`src/rtl/mem_access_unit_pkg.sv`:
```
// rtl/mem_access_unit_pkg.sv - shared types and helpers for the MEM-stage load/store unit
package mem_access_unit_pkg;

    typedef logic [31:0] data_t;
    typedef logic [1:0]  mem_size_t;
    typedef logic [3:0]  byte_en_t;

    localparam mem_size_t MEM_BYTE = 2'b00;
    localparam mem_size_t MEM_HALF = 2'b01;
    localparam mem_size_t MEM_WORD = 2'b10;

    typedef enum logic [1:0] {
        ST_IDLE,
        ST_REQ,
        ST_WAIT,
        ST_DONE
    } state_e;

    // Size code 2'b11 falls through to the word rule.
    function automatic logic is_misaligned(mem_size_t size, logic [1:0] off);
        case (size)
            MEM_BYTE: return 1'b0;
            MEM_HALF: return off[0];
            default:  return off != 2'b00;
        endcase
    endfunction

endpackage

```
`src/rtl/mem_access_unit_if.sv`:
```
// rtl/mem_access_unit_if.sv - data memory req/gnt/rvalid bus
interface mem_access_unit_if;
    import mem_access_unit_pkg::*;

    logic     req;
    logic     we;
    data_t    addr;
    byte_en_t be;
    data_t    wdata;
    logic     gnt;
    logic     rvalid;
    data_t    rdata;

    modport master (output req, we, addr, be, wdata, input gnt, rvalid, rdata);
    modport slave  (input req, we, addr, be, wdata, output gnt, rvalid, rdata);
endinterface

```
`src/rtl/mem_lane_align.sv`:
```
// rtl/mem_lane_align.sv - byte enables, store lane replication, load lane select and extension
module mem_lane_align
    import mem_access_unit_pkg::*;
(
    input  mem_size_t  st_size_i,
    input  logic [1:0] st_off_i,
    input  data_t      st_data_i,
    output byte_en_t   be_o,
    output data_t      wdata_o,
    input  mem_size_t  ld_size_i,
    input  logic [1:0] ld_off_i,
    input  logic       ld_unsigned_i,
    input  data_t      rdata_i,
    output data_t      ldata_o
);
    logic [7:0]  ld_byte;
    logic [15:0] ld_half;

    always_comb begin
        be_o    = 4'b1111;
        wdata_o = st_data_i;
        case (st_size_i)
            MEM_BYTE: begin
                be_o    = 4'b0001 << st_off_i;
                wdata_o = {4{st_data_i[7:0]}};
            end
            MEM_HALF: begin
                be_o    = 4'b0011 << {st_off_i[1], 1'b0};
                wdata_o = {2{st_data_i[15:0]}};
            end
            default: ;
        endcase
    end

    always_comb begin
        case (ld_off_i)
            2'd0:    ld_byte = rdata_i[7:0];
            2'd1:    ld_byte = rdata_i[15:8];
            2'd2:    ld_byte = rdata_i[23:16];
            default: ld_byte = rdata_i[31:24];
        endcase
        ld_half = ld_off_i[1] ? rdata_i[31:16] : rdata_i[15:0];
        case (ld_size_i)
            MEM_BYTE: ldata_o = ld_unsigned_i ? {24'b0, ld_byte} : {{24{ld_byte[7]}}, ld_byte};
            MEM_HALF: ldata_o = ld_unsigned_i ? {16'b0, ld_half} : {{16{ld_half[15]}}, ld_half};
            MEM_WORD: ldata_o = rdata_i;
            default:  ldata_o = rdata_i;
        endcase
    end

endmodule

```
`src/rtl/mem_access_unit.sv`:
```
// rtl/mem_access_unit.sv - MEM-stage load/store engine with stall, alignment and timeout handling
module mem_access_unit
    import mem_access_unit_pkg::*;
#(
    parameter int unsigned TIMEOUT = 255
) (
    input  logic      clk,
    input  logic      rst,
    input  logic      valid_i,
    input  logic      memRead_i,
    input  logic      memWrite_i,
    input  mem_size_t memSize_i,
    input  logic      memUnsigned_i,
    input  data_t     addr_i,
    input  data_t     storeData_i,
    output logic      stall_o,
    output logic      done_o,
    output logic      misaligned_o,
    output logic      busErr_o,
    output data_t     rdData_o,
    mem_access_unit_if.master dmem
);
    state_e     state_q, state_d;
    logic [7:0] cnt_q, cnt_d;
    data_t      rd_data_q, rd_data_d;
    logic       done_q, done_d, bus_err_q, bus_err_d;
    logic       req_q, req_d, we_q, we_d;
    data_t      addr_q, addr_d, wdata_q, wdata_d;
    byte_en_t   be_q, be_d;
    mem_size_t  ld_size_q, ld_size_d;
    logic [1:0] ld_off_q, ld_off_d;
    logic       ld_uns_q, ld_uns_d;

    logic       access, misalign, timeout;
    byte_en_t   st_be;
    data_t      st_wdata, ld_data;

    mem_lane_align u_align (
        .st_size_i     (memSize_i),
        .st_off_i      (addr_i[1:0]),
        .st_data_i     (storeData_i),
        .be_o          (st_be),
        .wdata_o       (st_wdata),
        .ld_size_i     (ld_size_q),
        .ld_off_i      (ld_off_q),
        .ld_unsigned_i (ld_uns_q),
        .rdata_i       (dmem.rdata),
        .ldata_o       (ld_data)
    );

    assign access   = valid_i & (memRead_i | memWrite_i);
    assign misalign = is_misaligned(memSize_i, addr_i[1:0]);
    // Fires on the cycle whose increment would make the count reach TIMEOUT.
    assign timeout  = (cnt_q >= 8'(TIMEOUT - 1));

    always_ff @(posedge clk or negedge rst) begin
        if (!rst) begin
            state_q   <= ST_IDLE;
            cnt_q     <= '0;
            rd_data_q <= '0;
            done_q    <= 1'b0;
            bus_err_q <= 1'b0;
            req_q     <= 1'b0;
            we_q      <= 1'b0;
            addr_q    <= '0;
            be_q      <= '0;
            wdata_q   <= '0;
            ld_size_q <= MEM_BYTE;
            ld_off_q  <= '0;
            ld_uns_q  <= 1'b0;
        end else begin
            state_q   <= state_d;
            cnt_q     <= cnt_d;
            rd_data_q <= rd_data_d;
            done_q    <= done_d;
            bus_err_q <= bus_err_d;
            req_q     <= req_d;
            we_q      <= we_d;
            addr_q    <= addr_d;
            be_q      <= be_d;
            wdata_q   <= wdata_d;
            ld_size_q <= ld_size_d;
            ld_off_q  <= ld_off_d;
            ld_uns_q  <= ld_uns_d;
        end
    end

    always_comb begin
        state_d   = state_q;
        cnt_d     = cnt_q;
        rd_data_d = rd_data_q;
        done_d    = 1'b0;
        bus_err_d = 1'b0;
        req_d     = req_q;
        we_d      = we_q;
        addr_d    = addr_q;
        be_d      = be_q;
        wdata_d   = wdata_q;
        ld_size_d = ld_size_q;
        ld_off_d  = ld_off_q;
        ld_uns_d  = ld_uns_q;
        case (state_q)
            ST_IDLE: begin
                if (access && !misalign) begin
                    state_d   = ST_REQ;
                    cnt_d     = '0;
                    req_d     = 1'b1;
                    we_d      = memWrite_i;
                    addr_d    = {addr_i[31:2], 2'b00};
                    be_d      = st_be;
                    wdata_d   = st_wdata;
                    ld_size_d = memSize_i;
                    ld_off_d  = addr_i[1:0];
                    ld_uns_d  = memUnsigned_i;
                end
            end
            ST_REQ: begin
                cnt_d = cnt_q + 8'd1;
                if (dmem.gnt) begin
                    state_d = ST_WAIT;
                    req_d   = 1'b0;
                end else if (timeout) begin
                    state_d   = ST_DONE;
                    req_d     = 1'b0;
                    done_d    = 1'b1;
                    bus_err_d = 1'b1;
                    rd_data_d = '0;
                end
            end
            ST_WAIT: begin
                cnt_d = cnt_q + 8'd1;
                if (dmem.rvalid) begin
                    state_d   = ST_DONE;
                    done_d    = 1'b1;
                    rd_data_d = we_q ? '0 : ld_data;
                end else if (timeout) begin
                    state_d   = ST_DONE;
                    done_d    = 1'b1;
                    bus_err_d = 1'b1;
                    rd_data_d = '0;
                end
            end
            default: state_d = ST_IDLE;
        endcase
    end

    always_comb begin
        stall_o      = 1'b0;
        misaligned_o = 1'b0;
        case (state_q)
            ST_IDLE: begin
                stall_o      = access & ~misalign;
                misaligned_o = access & misalign;
            end
            ST_REQ, ST_WAIT: stall_o = 1'b1;
            default: ;
        endcase
    end

    assign done_o     = done_q;
    assign busErr_o   = bus_err_q;
    assign rdData_o   = rd_data_q;
    assign dmem.req   = req_q;
    assign dmem.we    = we_q;
    assign dmem.addr  = addr_q;
    assign dmem.be    = be_q;
    assign dmem.wdata = wdata_q;

endmodule

```
`src/flat_wrapper.sv`:
```
// flat-port wrapper written by rule: the top's interface ports become plain ports
module mem_access_unit_flat import mem_access_unit_pkg::*;
#(
    parameter int unsigned TIMEOUT = 255
)
  (clk, rst, valid_i, memRead_i, memWrite_i, memSize_i, memUnsigned_i, addr_i, storeData_i, stall_o, done_o, misaligned_o, busErr_o, rdData_o, dmem_req, dmem_we, dmem_addr, dmem_be, dmem_wdata, dmem_gnt, dmem_rvalid, dmem_rdata);
  mem_access_unit_if dmem_i ();
  input  logic clk;
  input  logic rst;
  input  logic valid_i;
  input  logic memRead_i;
  input  logic memWrite_i;
  input  mem_size_t memSize_i;
  input  logic memUnsigned_i;
  input  data_t addr_i;
  input  data_t storeData_i;
  output logic stall_o;
  output logic done_o;
  output logic misaligned_o;
  output logic busErr_o;
  output data_t rdData_o;
  output wire logic [$bits(dmem_i.req)-1:0] dmem_req;
  output wire logic [$bits(dmem_i.we)-1:0] dmem_we;
  output wire logic [$bits(dmem_i.addr)-1:0] dmem_addr;
  output wire logic [$bits(dmem_i.be)-1:0] dmem_be;
  output wire logic [$bits(dmem_i.wdata)-1:0] dmem_wdata;
  input wire logic [$bits(dmem_i.gnt)-1:0] dmem_gnt;
  input wire logic [$bits(dmem_i.rvalid)-1:0] dmem_rvalid;
  input wire logic [$bits(dmem_i.rdata)-1:0] dmem_rdata;
  assign dmem_req = dmem_i.req;
  assign dmem_we = dmem_i.we;
  assign dmem_addr = dmem_i.addr;
  assign dmem_be = dmem_i.be;
  assign dmem_wdata = dmem_i.wdata;
  assign dmem_i.gnt = dmem_gnt;
  assign dmem_i.rvalid = dmem_rvalid;
  assign dmem_i.rdata = dmem_rdata;
  mem_access_unit #(.TIMEOUT(TIMEOUT)) u_core (.clk(clk), .rst(rst), .valid_i(valid_i), .memRead_i(memRead_i), .memWrite_i(memWrite_i), .memSize_i(memSize_i), .memUnsigned_i(memUnsigned_i), .addr_i(addr_i), .storeData_i(storeData_i), .stall_o(stall_o), .done_o(done_o), .misaligned_o(misaligned_o), .busErr_o(busErr_o), .rdData_o(rdData_o), .dmem(dmem_i));
endmodule
```
`config.mk`:
```
export PLATFORM = sky130hd
export DESIGN_NAME = mem_access_unit_flat
export DESIGN_NICKNAME = d
export VERILOG_FILES = /design/src/rtl/mem_access_unit_pkg.sv /design/src/rtl/mem_access_unit_if.sv /design/src/rtl/mem_lane_align.sv /design/src/rtl/mem_access_unit.sv /design/src/flat_wrapper.sv
export SDC_FILE = /design/constraint.sdc
export NUM_CORES = 1
export LEC_CHECK = 0
export BUFFER_PORTS_ARGS = -buffer_cell sky130_fd_sc_hd__buf_2
export CAP_MARGIN = 15
export CORE_MARGIN = 3
export CORE_UTILIZATION = 35
export CTS_CLUSTER_SIZE = 24
export DETAILED_ROUTE_END_ITERATION = 12
export SLEW_MARGIN = 5
export SYNTH_ARGS = -nofsm -noshare
export SYNTH_HDL_FRONTEND = slang
export SYNTH_SLANG_ARGS = --single-unit
export TNS_END_PERCENT = 1
```
`constraint.sdc`:
```
create_clock -name clk -period 2.5 [get_ports clk]
set_clock_uncertainty 0.05 [all_clocks]
set_input_delay 0 -clock clk [delete_from_list [all_inputs] [get_ports clk]]
set_output_delay 0 -clock clk [all_outputs]
set_load 0.1 [all_outputs]
```
==> results of run 1 <==
==> cells in the final DEF (no fill, tap or decap), drive strengths merged, types with 4 or more instances in the layout <==
| cell type | instances |
|---|---|
| buf | 225 |
| dfrtp | 117 |
| dlygate4sd3 | 113 |
| mux2 | 54 |
| nand2 | 50 |
| o21ai | 38 |
| mux2i | 32 |
| clkbuf | 18 |
| nand2b | 17 |
| a221o | 16 |
| a21oi | 15 |
| nor2 | 15 |
| nand3 | 13 |
| nor2b | 12 |
| inv | 9 |
| a32o | 8 |
| o2bb2ai | 6 |
| ha | 6 |
| nor3 | 6 |
| clkinv | 6 |
| bufinv | 4 |
==> repair_timing <==
item,4_1_cts,5_1_grt
setup buffers,0,0
resized for setup,0,0
hold buffers,113,0
endpoints found under the hold margin,172,0
setup endpoints to repair,0,0
==> synth_stat cells, drive strengths merged, types with 2 or more instances <==
cell type	number
mux2	54
o21bai	3
nor2b	12
a21oi	15
o2bb2ai	6
nand4	2
nand4b	2
and3	2
a22o	2
nand2b	17
o21ai	38
clkbuf	17
nand2	50
o22ai	3
a221oi	3
o211ai	3
a221o	16
a32o	8
inv	9
nand3	13
ha	6
a31oi	2
a32oi	3
dfrtp	117
nor2	15
o31ai	3
nor3	6
mux2i	32
buf	21
nor3b	2
==> sequential cells by signal, summed over array words and instances, names as in the netlist, 2 cells and up <==
signal             flops
u_core.cnt_q           8
u_core.dmem.addr      30
u_core.dmem.be         4
u_core.dmem.wdata     32
u_core.ld_off_q        2
u_core.ld_size_q       2
u_core.rdData_o       32
u_core.state_q         2
==> metrics by stage <==
step                instance area [sq um]  utilization  hold WS [ns]  worst slack, ns
floorplan                            5660            -        -0.346           -0.446
global placement                     6980        0.451         0.114            0.449
detailed placement                   6980        0.451         0.133            0.384
CTS                                  8730        0.564       0.00417            0.136
global route                         8730        0.564        0.0162           0.0242
finish                               8730        0.564        0.0301            0.175
==> final timing paths <==
kind                                         end  slack, ns                 start
setup / recovery                         stall_o       0.18     u_core.state_q[0]
hold / removal                u_core.rdData_o[6]       0.03         dmem_rdata[6]
setup reg to reg               u_core.dmem.be[0]       0.22     u_core.state_q[0]
hold reg to reg             u_core.dmem.wdata[9]       0.43  u_core.dmem.wdata[9]
max in group asynchronous  u_core.dmem.wdata[28]       1.37                   rst
min in group asynchronous      u_core.state_q[0]       0.20                   rst
==> layer usage <==
| layer | vias to the layer above | global-route usage |
|---|---|---|
| li1 | 2460 | - |
| met4 | 0 | 0.0577 |
| met1 | 2536 | 0.246 |
| met5 | - | 0 |
| met2 | 207 | 0.326 |
| met3 | 21 | 0.0703 |
==> final cells by class <==
type                            instances  share of cell area
Sequential cell                       117               0.335
Multi-Input combinational cell        337               0.291
Timing Repair Buffer                  338               0.270
Clock buffer                           18              0.0492
Tap cell                              211              0.0303
Clock inverter                         13              0.0211
Inverter                                9             0.00387
==> critical path, delay by kind of cell, from the launching register on <==
family,cells,cell delay [ns]
AO/OA/AOI/OAI,3,0.85
flip-flops,1,0.41
buffers and inverters,2,0.34
adder cells (fa/ha/maj),1,0.28
==> cell families (layout without fill, tap and decap cells) <==
logic type,after synthesis,in the layout,share of synthesized area
xor+xnor,1,1,0.00155
simple gates,128,128,0.117
buf+inv,47,378,0.0370
mux,86,86,0.165
compound gates,114,114,0.146
other cells,1,2,0.000664
flops,117,117,0.519
fa+ha+maj,6,6,0.0133
==> results.rst, run 1 <==
.. list-table::
   :header-rows: 1

   * - Metric
     - Value
   * - Area taken by multi-input logic gates
     - 2540 sq um
   * - Number of levels in the clock H-tree
     - 4
   * - Number of DRC violations after detailed-routing iteration 0
     - 237
   * - Final HPWL from detailed placement
     - 11500 um
   * - Number of distinct library cells after synthesis
     - 57
   * - Count of filler cells inserted in the layout
     - 1297
   * - Top-area cell type share of the netlist area
     - 0.519
   * - Primary flip-flop cell chosen by synthesis mapping
     - dfrtp_1
   * - Number of synthesized register bits
     - 117
   * - Met2 wire len
     - 8260 um
   * - Share of cells above drive strength 1
     - 0.391
   * - Synth warn
     - 0
   * - First-pass GRT wire length
     - 28200 um
   * - Max cap viols
     - 0
   * - Master cell of the clock root buffer
     - clkbuf_16
   * - Io pins
     - 212
   * - Hold Fails Final Rpt
     - 0
   * - Worst skew pair latency
     - 0.40 ns
   * - CTS tree
     - yes
   * - Global placement routability congestion
     - 0.808
   * - Port-buffer cells
     - 209
   * - Chain of cells forming the critical path
     - inv_1 > ha_1 > o211ai_1 > o21bai_4 > a21oi_1 > buf_12
   * - Unrepaired setup endpoints after global routing
     - false
   * - Count of standard-cell rows
     - 45
   * - Total CTS buffers
     - 17
   * - Vias in the first global route
     - 5548
   * - DRT met1 WL
     - 7380 um
   * - Area occupied by registers
     - 2930 sq um
   * - Met3 Routed Length
     - 1380 um
   * - Mean number of vias per cell
     - 5.01
   * - Number of enable-type register cells in the synthesized netlist
     - 0
   * - Cell total after placement
     - 899
   * - Detail Route Antenna Nets
     - 0
   * - Total routing resource utilization after global routing
     - 0.198
   * - Arrival time of data at the critical path endpoint
     - 2.27 ns
   * - Area added between synthesis and finish
     - 54.6%
   * - WP data required
     - 2.45 ns
   * - Crit share post-route
     - 0.930
   * - Routed via count
     - 5224
   * - WL/cell
     - 16.6 um
   * - Number of standard cells after synthesis
     - 500
   * - Part of the Yosys area used for sequential elements
     - 0.519
   * - Core area
     - 15500 sq um
   * - Final Max Tran Viols
     - 0
   * - Worst path max stage delay
     - 0.41 ns
   * - Final routed DRC violation total
     - 0
   * - Critical Path Slowest Stage Cell
     - dfrtp_1
   * - Worst Reg-to-Reg Cells
     - 8
   * - Ranking of synthesized cells by area
     - dfrtp_1, mux2_2, mux2i_1
   * - Full die area
     - 17700 sq um
   * - Hold Crit Class
     - in2reg
   * - Starting Density
     - 0.365
   * - Syn_area_per_cell
     - 11.3 sq um
   * - Pin count of the biggest net entering global routing
     - 69
   * - Hold Crit Depth
     - 4
   * - Longest Clk Path Bufs
     - 2
   * - Critical-path maximum fanout
     - 23
   * - Number of standard cells in the final layout excluding fillers
     - 1043
   * - Count of antenna diodes in the layout
     - 0
   * - Net count of the finished layout
     - 932
   * - Height of the die
     - 133 um
   * - Library cell with the largest summed area after synthesis
     - dfrtp_1
   * - Time the worst path needs with I/O delays and setup
     - 2.32 ns
   * - Uppermost metal layer occupied by signal nets
     - met4
   * - Slew at the pin with the worst max-slew slack
     - 0.892 ns
   * - Max Fclk
     - 430 MHz
   * - Clock input transition at the sequential cells of the worst setup and hold paths
     - 0.06 ns
   * - Setup TNS after final layout
     - 0 ns
   * - Share of async-settable or async-resettable flops after synthesis
     - 1.00
   * - Critical Path Source Type
     - register
   * - Die Wd
     - 133 um
   * - Slew Limit Headroom
     - 0.406
   * - Kind of critical path
     - reg2out
   * - Sum of overflow across all layers after global routing
     - 0
   * - First-pass iteration count of the detailed router
     - 5
   * - Overall routed net length
     - 17300 um
   * - Sink count of the clock tree
     - 117
   * - Kind of end point of the critical path
     - output pin
   * - Result of the run
     - complete, no violations
   * - Antenna violations before repair
     - 0
   * - Endpoints failing setup
     - 0
   * - Post-Synthesis Cell Area
     - 5650 sq um
Power of run 1 is left out: the tool's default activity adds up to more than one toggle a clock period on the data nets, which glitch-free logic cannot reach.
==> inputs of run 2 (changes only) <==
clock period = 2.9 ns   (was 2.5 ns; I/O delays follow)
==> run 2 against run 1 <==
- hold slack worse by 0.0024 ns
- final area down 1.6%
- count of clock-buffer cells in the layout up 3
- cell count down 0.77%
==> results.rst, run 2 (synthesized netlist as in run 1, its figures left out) <==
.. list-table::
   :header-rows: 1

   * - Metric
     - Value
   * - Unrepaired setup endpoints after global routing
     - false (unchanged)
   * - Port-buffer cells
     - 209 (unchanged)
   * - Count of antenna diodes in the layout
     - 0 (unchanged)
   * - Total CTS buffers
     - 17 (unchanged)
   * - Count of filler cells inserted in the layout
     - 1301 (was 1297)
   * - Kind of end point of the critical path
     - output pin (unchanged)
   * - Routed via count
     - 5140 (was 5224)
   * - Starting Density
     - 0.365 (unchanged)
   * - Critical Path Source Type
     - register (unchanged)
   * - Time the worst path needs with I/O delays and setup
     - 2.39 ns
   * - Clock input transition at the sequential cells of the worst setup and hold paths
     - 0.06 ns (about the same)
   * - Worst slack at placement
     - 0.745 ns (was 0.384 ns)
   * - Mean number of vias per cell
     - 4.97 (was 5.01)
   * - Final Max Tran Viols
     - 0 (unchanged)
   * - Arrival time of data at the critical path endpoint
     - 2.34 ns (was 2.27 ns)
   * - Die Wd
     - 133 um (unchanged)
   * - CTS resizes
     - 0 (unchanged)
   * - WP data required
     - 2.85 ns (was 2.45 ns)
   * - Max Fclk
     - 418 MHz
   * - Max cap viols
     - 0 (unchanged)
   * - Cell total after placement
     - 896 (was 899)
   * - Crit share post-route
     - 0.824
   * - CTS tree
     - yes (unchanged)
   * - Area taken by multi-input logic gates
     - 2540 sq um (unchanged)
   * - Critical Path Slowest Stage Cell
     - dfrtp_1 (unchanged)
   * - First-pass iteration count of the detailed router
     - 4 (was 5)
   * - Worst Reg-to-Reg Cells
     - 8 (unchanged)
   * - Number of standard cells in the final layout excluding fillers
     - 1035 (was 1043)
   * - Kind of critical path
     - reg2out (unchanged)
   * - Antenna violations before repair
     - 0 (unchanged)
   * - Count of standard-cell rows
     - 45 (unchanged)
   * - Critical-path maximum fanout
     - 30 (was 23)
   * - Slew Limit Headroom
     - 0.473 (was 0.406)
   * - Sink count of the clock tree
     - 117 (unchanged)
   * - Global placement routability congestion
     - 0.864 (was 0.808)
   * - Detail Route Antenna Nets
     - 0 (unchanged)
   * - Area added between synthesis and finish
     - 52.0% (was 54.6%)
   * - Hold-fix buffers at CTS
     - 107 (was 113)
   * - Number of DRC violations after detailed-routing iteration 0
     - 326 (was 237)
   * - Post-CTS Setup Inserts
     - 0 (unchanged)
   * - Io pins
     - 212 (unchanged)
   * - Worst path max stage delay
     - 0.41 ns (about the same)
   * - Highest-count cells in the layout ignoring fill and taps
     - buf_2, dfrtp_1, dlygate4sd3_1 (unchanged)
   * - Master cell of the clock root buffer
     - clkbuf_16 (unchanged)
   * - Delay-heaviest family, CP
     - compound AO/OA/AOI/OAI gates (unchanged)
   * - Critical path depth in cells
     - 6 (unchanged)
   * - WL/cell
     - 17.0 um (was 16.6 um)
   * - Crit path buffers/inverters
     - 2 (unchanged)
   * - Full die area
     - 17700 sq um (unchanged)
   * - Net count of the finished layout
     - 923 (was 932)
   * - Hold Fails Final Rpt
     - 0 (unchanged)
   * - Chain of cells forming the critical path
     - inv_1 > ha_1 > o211ai_1 > o21bai_4 > a21oi_1 > buf_12 (unchanged)
   * - Core area
     - 15500 sq um (unchanged)
   * - Pin count of the biggest net entering global routing
     - 60 (was 69)
   * - Endpoints failing setup
     - 0 (unchanged)
   * - First-pass GRT wire length
     - 28700 um (was 28200 um)
   * - Result of the run
     - complete, no violations (unchanged)
   * - Height of the die
     - 133 um (unchanged)
   * - Commonest non-fill, non-tap cell in the layout
     - buf_2 (unchanged)
   * - Number of levels in the clock H-tree
     - 4 (unchanged)
   * - Hold Crit Depth
     - 4 (unchanged)
   * - Sum of overflow across all layers after global routing
     - 0 (unchanged)
   * - Vias in the first global route
     - 5531 (was 5548)
   * - Area occupied by registers
     - 2930 sq um (unchanged)
   * - Share of cells above drive strength 1
     - 0.391 (about the same)
   * - Final worst slack
     - 0.509 ns (was 0.175 ns)
   * - Final HPWL from detailed placement
     - 11600 um (was 11500 um)
   * - Slew at the pin with the worst max-slew slack
     - 0.790 ns (was 0.892 ns)
   * - Worst skew pair latency
     - 0.41 ns (was 0.40 ns)
   * - Overall routed net length
     - 17600 um (was 17300 um)
   * - Hold Crit Class
     - in2reg (unchanged)
   * - Total routing resource utilization after global routing
     - 0.202 (was 0.198)
   * - Final routed DRC violation total
     - 0 (unchanged)
   * - Longest Clk Path Bufs
     - 2 (unchanged)
[run 2: cell types whose count changed in the layout (fill, tap and decap cells not counted), sizes merged]
cell         change
dlygate4sd3      -6
buf              -3
bufinv           -3
clkbuf           +3
clkinvlp         +2
clkinv           -1
[run 2: final timing paths]
kind	start	end	slack (ns)
max	u_core.state_q[0]	stall_o	0.51
min	dmem_rdata[6]	u_core.rdData_o[6]	0.03
max reg2reg	u_core.state_q[0]	u_core.dmem.be[0]	0.56
min reg2reg	u_core.dmem.wdata[10]	u_core.dmem.wdata[10]	0.43
max in group asynchronous	rst	u_core.dmem.addr[17]	1.85
min in group asynchronous	rst	u_core.rdData_o[21]	0.18
[run 2: through the flow]
step | setup TNS (ns) | util | cell area [sq um] | hold WS [ns]
2_1_floorplan | -0.0460 | - | 5660 | -0.346
3_3_place_gp | 0 | 0.449 | 6950 | 0.0745
3_5_place_dp | 0 | 0.449 | 6950 | 0.0923
4_1_cts | 0 | 0.554 | 8580 | 0.0115
5_1_grt | 0 | 0.554 | 8580 | 0.0494
6_report | 0 | 0.554 | 8580 | 0.0278
[run 2: final cells by class]
| cell class | count | share of cell area |
|---|---|---|
| clock buffer | 21 | 0.0536 |
| multi-input combinational | 337 | 0.295 |
| tap | 211 | 0.0308 |
| timing repair buffer | 329 | 0.263 |
| inverter | 9 | 0.00394 |
| sequential | 117 | 0.341 |
| clock inverter | 11 | 0.0121 |
[run 2: layer usage]
layer	GRT usage	routed length [um]	up-vias
met4	0.0537	245	0
met1	0.253	7540	2489
met3	0.0692	1310	20
li1	-	-	2434
met2	0.334	8490	197
met5	0	0	-
[run 2: worst register-to-register path, cell delays in order (launching register included)]
cell,delay [ns]
dfrtp_1,0.41
inv_1,0.11
ha_1,0.30
o211ai_1,0.16
buf_4,0.21
a211o_1,0.29
nand2_1,0.07
o31ai_1,0.05
dlygate4sd3_1,0.56
Power of run 2 is left out for the same reason.
==> inputs of run 3 (changes only) <==
ABC_AREA = 1   (was not set)
clock period = 2.3 ns   (was 2.9 ns; I/O delays follow)
==> run 3 against run 2 <==
- register-to-register slack worse by 0.26 ns
- critical path depth is 2 higher
- worst setup slack got worse by 0.31 ns
- cell count increased by 23%
==> results.rst, run 3 <==
.. list-table::
   :header-rows: 1

   * - Metric
     - Value
   * - Most repeated cell in the gate-level netlist after synthesis
     - nand2_1 (was dfrtp_1)
   * - Slew Limit Headroom
     - 0.518 (was 0.473)
   * - Critical-path maximum fanout
     - 19 (was 30)
   * - Vias in the first global route
     - 6026 (was 5531)
   * - Most common library cells after synthesis
     - nand2_1, dfrtp_1, o21ai_0 (was dfrtp_1, mux2_2, nand2_1)
   * - Number of standard cells in the final layout excluding fillers
     - 1276 (was 1035)
   * - Share of async-settable or async-resettable flops after synthesis
     - 1.00 (unchanged)
   * - Number of synthesized register bits
     - 117 (unchanged)
   * - Number of standard cells after synthesis
     - 737 (was 500)
   * - Routed via count
     - 6032 (was 5140)
   * - Final HPWL from detailed placement
     - 12700 um (was 11600 um)
   * - Post-Synthesis Cell Area
     - 5760 sq um (was 5650 sq um)
   * - Longest Clk Path Bufs
     - 2 (unchanged)
   * - Part of the Yosys area used for sequential elements
     - 0.509 (was 0.519)
   * - Endpoints failing setup
     - 0 (unchanged)
   * - Final routed DRC violation total
     - 0 (unchanged)
   * - Arrival time of data at the critical path endpoint
     - 2.05 ns (was 2.34 ns)
   * - Worst reg-to-reg setup slack
     - 0.30 ns (was 0.56 ns)
   * - Library cell with the largest summed area after synthesis
     - dfrtp_1 (unchanged)
   * - Number of DRC violations after detailed-routing iteration 0
     - 299 (was 326)
   * - Endpoint of the worst register-to-register path
     - u_core.busErr_o (was u_core.dmem.be[0])
   * - Number of distinct library cells after synthesis
     - 35 (was 57)
   * - Reg-to-reg critical path startpoint
     - u_core.state_q[0] (unchanged)
   * - Final Max Tran Viols
     - 0 (unchanged)
   * - Core area
     - 16000 sq um (was 15500 sq um)
   * - Starting Density
     - 0.360 (was 0.365)
   * - Total routing resource utilization after global routing
     - 0.213 (was 0.202)
   * - Io pins
     - 212 (unchanged)
   * - WL/cell
     - 14.8 um (was 17.0 um)
   * - Master cell of the clock root buffer
     - clkbuf_16 (unchanged)
   * - Critical Path Source Type
     - register (unchanged)
   * - Ranking of synthesized cells by area
     - dfrtp_1, nand2_1, o21ai_0 (was dfrtp_1, mux2_2, mux2i_1)
   * - Hold Crit Endpoint
     - u_core.dmem.wdata[9] (was u_core.rdData_o[6])
   * - Worst path max stage delay
     - 0.40 ns (was 0.41 ns)
   * - Unrepaired setup endpoints after global routing
     - false (unchanged)
   * - Sum of overflow across all layers after global routing
     - 0 (unchanged)
   * - Full die area
     - 18000 sq um (was 17700 sq um)
   * - Cell occurring most often along the worst timing path
     - inv_1
   * - Net count of the finished layout
     - 1159 (was 923)
   * - Syn_area_per_cell
     - 7.81 sq um (was 11.3 sq um)
   * - Delay-heaviest family, CP
     - buffers and inverters (was compound AO/OA/AOI/OAI gates)
   * - Hold Crit Class
     - in2reg (unchanged)
   * - Count of standard-cell rows
     - 46 (was 45)
   * - Detail Route Antenna Nets
     - 0 (unchanged)
   * - Height of the die
     - 134 um (was 133 um)
   * - Hold Crit Depth
     - 3 (was 4)
   * - Clock input transition at the sequential cells of the worst setup and hold paths
     - 0.06 ns (about the same)
   * - Global placement routability congestion
     - 0.854 (was 0.864)
   * - Hold Fails Final Rpt
     - 0 (unchanged)
   * - First-pass iteration count of the detailed router
     - 4 (unchanged)
   * - Port-buffer cells
     - 209 (unchanged)
   * - Crit path buffers/inverters
     - 4 (was 2)
   * - CTS tree
     - yes (unchanged)
   * - Time the worst path needs with I/O delays and setup
     - 2.10 ns
   * - Critical Path Slowest Stage Cell
     - dfrtp_1 (unchanged)
   * - Kind of end point of the critical path
     - output pin (unchanged)
   * - Synth warn
     - 0 (unchanged)
   * - Commonest non-fill, non-tap cell in the layout
     - nand2_1 (was buf_2)
   * - Result of the run
     - complete, no violations (unchanged)
   * - First-pass GRT wire length
     - 30600 um (was 28700 um)
   * - Critical path depth in cells
     - 8 (was 6)
   * - Area added between synthesis and finish
     - 50.3% (was 52.0%)
   * - Cell total after placement
     - 1138 (was 896)
   * - Share of cells above drive strength 1
     - 0.269 (was 0.391)
   * - Antenna violations before repair
     - 0 (unchanged)
   * - Highest-count cells in the layout ignoring fill and taps
     - nand2_1, buf_2, dfrtp_1 (was buf_2, dfrtp_1, dlygate4sd3_1)
   * - Sink count of the clock tree
     - 117 (unchanged)
   * - Count of antenna diodes in the layout
     - 0 (unchanged)
   * - Chain of cells forming the critical path
     - inv_1 > ha_1 > inv_1 > nor2_1 > nand2_2 > buf_6 > a21oi_2 > buf_12 (was inv_1 > ha_1 > o211ai_1 > o21bai_4 > a21oi_1 > buf_12)
   * - Max Fclk
     - 475 MHz
   * - Die Wd
     - 134 um (was 133 um)
   * - Worst skew pair latency
     - 0.41 ns (about the same)
   * - Max cap viols
     - 0 (unchanged)
   * - Overall routed net length
     - 18900 um (was 17600 um)
   * - Pin count of the biggest net entering global routing
     - 71 (was 60)
   * - Start point of the worst hold path
     - memSize_i[1] (was dmem_rdata[6])
   * - Number of enable-type register cells in the synthesized netlist
     - 0 (unchanged)
   * - Primary flip-flop cell chosen by synthesis mapping
     - dfrtp_1 (unchanged)
   * - Total CTS buffers
     - 17 (unchanged)
   * - WP data required
     - 2.25 ns (was 2.85 ns)
   * - Worst Reg-to-Reg Cells
     - 5 (was 8)
   * - Mean number of vias per cell
     - 4.73 (was 4.97)
   * - Slew at the pin with the worst max-slew slack
     - 0.722 ns (was 0.790 ns)
   * - Crit share post-route
     - 0.914
   * - Share of the core filled with cells
     - 0.541 (was 0.554)
   * - Kind of critical path
     - reg2out (unchanged)
   * - Top-area cell type share of the netlist area
     - 0.509 (was 0.519)
   * - Number of levels in the clock H-tree
     - 4 (unchanged)
   * - Setup TNS after final layout
     - 0 ns (unchanged)
[run 3: cell types whose count changed in the layout (fill, tap and decap cells not counted), sizes merged, moves of 9 or more]
cell,change
a21oi,+10
a221o,-16
inv,+35
mux2,-54
mux2i,-32
nand2,+274
nand2b,-17
nand3,+41
nor2,+9
nor2b,-12
o21ai,+31
or2,+14
[run 3: kinds of logic after synthesis]
family	synth area share
AOI/OAI and AO/OA	0.0980
buffers and inverters	0.0672
other	0.000651
and+or+nand+nor	0.313
adders and majority gates	0.0130
DFF	0.509
[run 3: through the flow]
| step | worst slack (ns) | hold slack [ns] | cell area (sq um) |
|---|---|---|---|
| 2_1_floorplan | 0.0421 | -0.346 | 5770 |
| 3_3_place_gp | 0.403 | -0.00990 | 7020 |
| 3_5_place_dp | 0.377 | -0.00803 | 7020 |
| 4_1_cts | 0.125 | 0.00338 | 8650 |
| 5_1_grt | 0.0358 | 0.0290 | 8650 |
| 6_report | 0.197 | 0.0156 | 8650 |
[run 3: worst min-delay path: stages]
cell	delay, ns
buf_2	0.20
a21oi_1	0.15
o21ai_0	0.08
[run 3: how the worst max path moves through the flow]
stage,startpoint,endpoint,slack [ns]
2_1_floorplan,u_core.state_q[0],stall_o,0.04
3_3_place_gp,u_core.ld_off_q[1],u_core.rdData_o[24],0.40
3_5_place_dp,u_core.state_q[0],u_core.cnt_q[2],0.38
4_1_cts,u_core.state_q[0],stall_o,0.12
5_1_grt,u_core.state_q[0],stall_o,0.04
6_report,u_core.state_q[0],stall_o,0.20
[run 3: metal layers]
metal	track usage	routed length [um]	vias to the layer above
met5	0	0	-
li1	-	-	2978
met4	0.0724	344	0
met1	0.278	8300	2781
met2	0.342	8670	249
met3	0.0600	1590	24
[run 3: layout make-up]
cell class | instances | area, sq um
clock inverter | 14 | 131
timing repair buffer | 327 | 2270
tap | 216 | 270
clock buffer | 18 | 439
multi-input combinational | 540 | 2450
inverter | 44 | 165
sequential | 117 | 2930
fill | 1518 | 7350
[run 3: what timing repair did]
action                                  in CTS  in global routing
gates resized for setup                      0                  1
buffers inserted                             0                  0
endpoints found under the hold margin      185                  0
endpoints found under the setup margin       0                  1
hold buffers                               106                  0
Power of run 3 is left out for the same reason.
